<file path="src/rtl/button_event_decoder_if.sv">
// Button event bundle: debounced switch level in, registered event pulses and held level out.
interface button_event_decoder_if;
  logic i_Switch;
  logic o_Press;
  logic o_Release;
  logic o_Long_Press;
  logic o_Repeat;
  logic o_Held;

  modport master (
    input  i_Switch,
    output o_Press, o_Release, o_Long_Press, o_Repeat, o_Held
  );

  modport slave (
    output i_Switch,
    input  o_Press, o_Release, o_Long_Press, o_Repeat, o_Held
  );
endinterface

</file>
<file path="src/rtl/button_event_decoder.sv">
// Turns a debounced button level into single-cycle press/release/long-press/repeat
// pulses plus a registered held level; all outputs come straight from flops.
module button_event_decoder #(
  parameter int unsigned c_LONG_LIMIT   = 12500000,
  parameter int unsigned c_REPEAT_LIMIT = 2500000,
  parameter bit          c_REPEAT_EN    = 1'b1
) (
  input  logic                  i_Clk,
  input  logic                  i_Rst_L,
  button_event_decoder_if.master bus
);

  localparam int unsigned CNT_W = $clog2(c_LONG_LIMIT);
  localparam logic [CNT_W-1:0] LONG_MAX   = CNT_W'(c_LONG_LIMIT - 1);
  localparam logic [CNT_W-1:0] REPEAT_MAX = CNT_W'(c_REPEAT_LIMIT - 1);

  typedef enum logic [1:0] {
    WAIT_RELEASE = 2'd0,
    IDLE         = 2'd1,
    HELD         = 2'd2,
    REPEAT       = 2'd3
  } state_t;

  state_t           state_q, state_d;
  logic [CNT_W-1:0] cnt_q, cnt_d;
  logic             press_q, press_d;
  logic             release_q, release_d;
  logic             long_q, long_d;
  logic             repeat_q, repeat_d;
  logic             held_q, held_d;

  // State, hold counter and output flops; reset starts in WAIT_RELEASE so a
  // button held through reset stays silent until it is let go.
  always_ff @(posedge i_Clk or negedge i_Rst_L) begin
    if (!i_Rst_L) begin
      state_q   <= WAIT_RELEASE;
      cnt_q     <= '0;
      press_q   <= 1'b0;
      release_q <= 1'b0;
      long_q    <= 1'b0;
      repeat_q  <= 1'b0;
      held_q    <= 1'b0;
    end else begin
      state_q   <= state_d;
      cnt_q     <= cnt_d;
      press_q   <= press_d;
      release_q <= release_d;
      long_q    <= long_d;
      repeat_q  <= repeat_d;
      held_q    <= held_d;
    end
  end

  // Next-state and next-output; release is checked first so it wins over
  // a long-press or repeat that falls due on the same edge.
  always_comb begin
    state_d   = state_q;
    cnt_d     = cnt_q;
    press_d   = 1'b0;
    release_d = 1'b0;
    long_d    = 1'b0;
    repeat_d  = 1'b0;

    unique case (state_q)
      WAIT_RELEASE: begin
        if (!bus.i_Switch) state_d = IDLE;
      end
      IDLE: begin
        if (bus.i_Switch) begin
          state_d = HELD;
          press_d = 1'b1;
          cnt_d   = '0;
        end
      end
      HELD: begin
        if (!bus.i_Switch) begin
          state_d   = IDLE;
          release_d = 1'b1;
          cnt_d     = '0;
        end else if (cnt_q == LONG_MAX) begin
          state_d = REPEAT;
          long_d  = 1'b1;
          cnt_d   = '0;
        end else begin
          cnt_d = cnt_q + CNT_W'(1);
        end
      end
      REPEAT: begin
        if (!bus.i_Switch) begin
          state_d   = IDLE;
          release_d = 1'b1;
          cnt_d     = '0;
        end else if (!c_REPEAT_EN) begin
          cnt_d = '0;
        end else if (cnt_q == REPEAT_MAX) begin
          repeat_d = 1'b1;
          cnt_d    = '0;
        end else begin
          cnt_d = cnt_q + CNT_W'(1);
        end
      end
      default: state_d = WAIT_RELEASE;
    endcase

    held_d = (state_d == HELD) || (state_d == REPEAT);
  end

  assign bus.o_Press      = press_q;
  assign bus.o_Release    = release_q;
  assign bus.o_Long_Press = long_q;
  assign bus.o_Repeat     = repeat_q;
  assign bus.o_Held       = held_q;

endmodule

</file>
<file path="src/flat_wrapper.sv">
// flat-port wrapper written by rule: the top's interface ports become plain ports
module button_event_decoder_flat 
#(
  parameter int unsigned c_LONG_LIMIT   = 12500000,
  parameter int unsigned c_REPEAT_LIMIT = 2500000,
  parameter bit          c_REPEAT_EN    = 1'b1
)
  (i_Clk, i_Rst_L, bus_i_Switch, bus_o_Press, bus_o_Release, bus_o_Long_Press, bus_o_Repeat, bus_o_Held);
  button_event_decoder_if bus_i ();
  input  logic i_Clk;
  input  logic i_Rst_L;
  input wire logic [$bits(bus_i.i_Switch)-1:0] bus_i_Switch;
  output wire logic [$bits(bus_i.o_Press)-1:0] bus_o_Press;
  output wire logic [$bits(bus_i.o_Release)-1:0] bus_o_Release;
  output wire logic [$bits(bus_i.o_Long_Press)-1:0] bus_o_Long_Press;
  output wire logic [$bits(bus_i.o_Repeat)-1:0] bus_o_Repeat;
  output wire logic [$bits(bus_i.o_Held)-1:0] bus_o_Held;
  assign bus_i.i_Switch = bus_i_Switch;
  assign bus_o_Press = bus_i.o_Press;
  assign bus_o_Release = bus_i.o_Release;
  assign bus_o_Long_Press = bus_i.o_Long_Press;
  assign bus_o_Repeat = bus_i.o_Repeat;
  assign bus_o_Held = bus_i.o_Held;
  button_event_decoder #(.c_LONG_LIMIT(c_LONG_LIMIT), .c_REPEAT_LIMIT(c_REPEAT_LIMIT), .c_REPEAT_EN(c_REPEAT_EN)) u_core (.i_Clk(i_Clk), .i_Rst_L(i_Rst_L), .bus(bus_i));
endmodule
</file>
<file path="config.mk">
export PLATFORM = sky130hd
export DESIGN_NAME = button_event_decoder_flat
export DESIGN_NICKNAME = d
export VERILOG_FILES = /design/src/rtl/button_event_decoder_if.sv /design/src/rtl/button_event_decoder.sv /design/src/flat_wrapper.sv
export SDC_FILE = /design/constraint.sdc
export NUM_CORES = 1
export LEC_CHECK = 0
export ABC_AREA = 0
export BUFFER_PORTS_ARGS = -buffer_cell sky130_fd_sc_hd__buf_2
export CAP_MARGIN = 40
export CORE_MARGIN = 8
export CORE_UTILIZATION = 50
export CTS_CLUSTER_DIAMETER = 80
export DETAILED_ROUTE_END_ITERATION = 6
export PLACE_DENSITY = 0.75
export SLEW_MARGIN = 20
export SYNTH_ARGS = -nofsm -noshare
export SYNTH_HDL_FRONTEND = slang
export SYNTH_SLANG_ARGS = --single-unit
</file>
<file path="constraint.sdc">
create_clock -name i_Clk -period 2.4 [get_ports i_Clk]
set_clock_uncertainty 0.2 [all_clocks]
set_input_delay 0.24 -clock i_Clk [delete_from_list [all_inputs] [get_ports i_Clk]]
set_output_delay 0.24 -clock i_Clk [all_outputs]
set_load 0.1 [all_outputs]
</file>
==> results.toml <==
[outcome]
status = "completed"

[layout]
final_area_mm2 = 0.00193
antenna_cells = 0
area_delta_synth_final_pct = 10.4
fill_cells = 305
layout.nets = 203
drive_gt1_frac = 0.159

[cts]
ctsLongestPathBuffers = 2
clk_pin_slew_ns = 0.09
htreeDepth = 2
root_buffer = "clkbuf_4"
clock_sinks = 31
cts_tree = "done"
numCtsBuffers = 5
clock_latency_ns = 0.32

[logic_synthesis]
syn_inst = 177
synth_fa_ha_area_frac = 0.0430
synth_cell_type_count = 44
synthMuxAreaShare = 0
synth_area_leader_cell = "dfrtp_1"
synth_area_per_cell_um2 = 9.85
synth_flop_cell = "dfrtp_1"
syn_area_mm2 = 0.00174
yosys.area_share.xor_xnor = 0.0452
synth-compound-area-share = 0.146
synth_top_family_by_area = "simple AND/OR/NAND/NOR gates"
synth_edf_count = 0
synthTopCellsByArea = "dfrtp_1, xor2_1, ha_1"
synth_seq_area_share = 0.445
ys_warn_count = 0
syn_nets = 186
synthSimpleGateAreaFrac = 0.286
synth-seq-cells = 31
synth_top_area_share = 0.445
synthArstFlopShare = 1.00

[setup_path]
path_buf_inv = 1
cp_data_arrival_time_ns = 2.32
cp.depth = 7
crit_type = "reg2reg"
start_kind = "flop"
r2r-start = "u_core.cnt_q[14]"
crit_path_end = "u_core.cnt_q[5]"
crit_fanout = 10
startpoint = "u_core.cnt_q[14]"
rrSetupSlack_ns = 0.1
critPathTopFamily = "simple AND/OR/NAND/NOR gates"
worstSetupEndpointType = "flop"
cp_cell_sequence = "nor4b_2, nand4_2, nor4_4, o22a_4, buf_12, o21ai_0, a22o_1"
max_stage_delay_ns = 0.45
cpMaxStageDelayCell = "dfrtp_1"
r2r-end = "u_core.cnt_q[5]"
rr_worst_depth = 7
worst_ep_required_time_ns = 2.42

[floorplanning]
die_y_um = 75.1
rows = 21
core-area_mm2 = 0.00334
dieArea_mm2 = 0.00563
die_w_um = 75.1
ioPinCount = 8
initial_core_util = 0.523

[route]
drt_iter0_drc = 101
drcViolationCount = 0
viasPerCell = 5.82
ant_nets = 0
vias = 1402
wirelength_um = 3700
wire_per_inst_um = 15.4
firstDrtPassIters = 4

[timing]
worst_slack_ns = 0.0966
worst_slew_pin_slew_ns = 0.669
relSlewSlack = 0.554
finalCriticalPeriod_ns = 2.30
fin_hold_ws_ns = 0.274
maxSlewViolCount = 0
setup-tns-final_ns = 0
max_freq_mhz = 434
finalHoldViolCount = 0
fin_crit_sh = 0.960
setup_viol = 0

[power]
vdd_drop_max_mv = 0.344
power_leakage_nw = 0.917
p_per_area_mw_per_mm2 = 693
power.total_mw = 1.34

[grt]
grt_usage = 0.146
grt-busiest-layer = "met2"
grtUsageMet1 = 0.184
grt_pass1_vias = 1365
met2_usage = 0.230
grtUsageMet3 = 0.0360
grt_max_degree = 32
antenna_found_initial = 0
gr-total-overflow = 0
grt_pass1_wl_um = 6280

[placement]
io_buffers = 7
place_area_mm2 = 0.00181
post-place-ws_ns = 0.0282
gp_congestion = 0.904
dp_hpwl_um = 2690

[hold_path]
hold_path_class = "in2async"

[run]
maxCapViolations = 0
[stage by stage]
step           instances  utilization
6_report             241        0.577
5_1_grt              241        0.577
4_1_cts              236        0.562
3_5_place_dp         226        0.541
3_3_place_gp         226        0.541
2_1_floorplan        177            -
[worst min-delay path by stage]
stage,startpoint,end,slack (ns),cells after the start
final,i_Rst_L,u_core.bus.o_Press,0.27,2
after detailed placement,i_Rst_L,u_core.bus.o_Press,0.11,1
after floorplan,i_Rst_L,u_core.bus.o_Held,-0.26,0
after global placement,i_Rst_L,u_core.bus.o_Press,0.11,1
after CTS,i_Rst_L,u_core.bus.o_Press,0.30,2
after global routing,i_Rst_L,u_core.cnt_q[22],0.32,2
[repair_timing]
| action | 4_1_cts | 5_1_grt |
|---|---|---|
| resized for setup | 0 | 1 |
| setup endpoints to repair | 0 | 22 |
| hold endpoints to repair | 33 | 0 |
| hold buffers | 2 | 0 |
| setup buffers | 0 | 5 |
[placed cells by master (no fill, tap or decap), types with 5 or more instances in the layout]
cell / netlist / layout
nand2_1: 13 / 13
buf_2: 1 / 7
a21oi_1: 6 / 6
a22o_1: 7 / 7
clkbuf_4: 0 / 5
ha_1: 6 / 6
nor2_1: 15 / 15
xor2_1: 9 / 9
o21ai_0: 7 / 7
buf_4: 1 / 6
dfrtp_1: 31 / 31
nand3_1: 12 / 12
and3_1: 9 / 9
nor2b_1: 5 / 5
[routing by layer]
| layer | routed length (um) | vias to the layer above |
|---|---|---|
| li1 | - | 678 |
| met1 | 1700 | 687 |
| met2 | 1780 | 31 |
| met3 | 175 | 6 |
| met4 | 44 | 0 |
| met5 | 0 | - |
[state kept, by name, summed over array words and instances, names as in the netlist]
signal                   count
u_core.bus.o_Long_Press      1
u_core.bus.o_Press           1
u_core.state_q               2
u_core.bus.o_Release         1
u_core.bus.o_Repeat          1
u_core.cnt_q                24
u_core.bus.o_Held            1
[Yosys cell counts, drive strengths merged, types with 3 or more instances]
master	n
nor2b	5
nor2	15
a22o	7
nor4b	3
inv	4
xor2	9
o21ai	11
ha	6
and3	13
and2	5
dfrtp	31
nor3	3
nand2	13
buf	4
a21oi	6
nand4	5
nand3	12
[layout make-up]
class / instances / area, um^2 / area share
Timing Repair Buffer: 16 / 120 / 0.0624
Inverter: 4 / 15.0 / 0.00780
Clock inverter: 1 / 5.00 / 0.00260
Sequential cell: 31 / 776 / 0.403
Clock buffer: 7 / 45.0 / 0.0234
Multi-Input combinational cell: 136 / 907 / 0.471
Tap cell: 46 / 57.6 / 0.0299
[logic make-up after synthesis]
logic type                 count (synthesis)
adders and majority gates                  6
buffers and inverters                     10
AOI/OAI and AO/OA                         36
DFF                                       31
xor gates and xnor gates                   9
and+or+nand+nor                           85
[report_power, final]
| part | leakage, nW | total [mW] | internal (mW) | switching, mW |
|---|---|---|---|---|
| clock network | 0.0293 | 0.284 | 0.114 | 0.170 |
| logic | 0.458 | 0.467 | 0.141 | 0.326 |
| registers | 0.430 | 0.584 | 0.552 | 0.0318 |
[worst reg2reg max path, stage by stage (launching register included)]
cell and delay (ns):
dfrtp_1 0.45, nor4b_2 0.33, nand4_2 0.19, nor4_4 0.32
o22a_4 0.27, buf_12 0.13, o21ai_0 0.08, a22o_1 0.23
No activity file was read; power rests on OpenSTA's default activity.
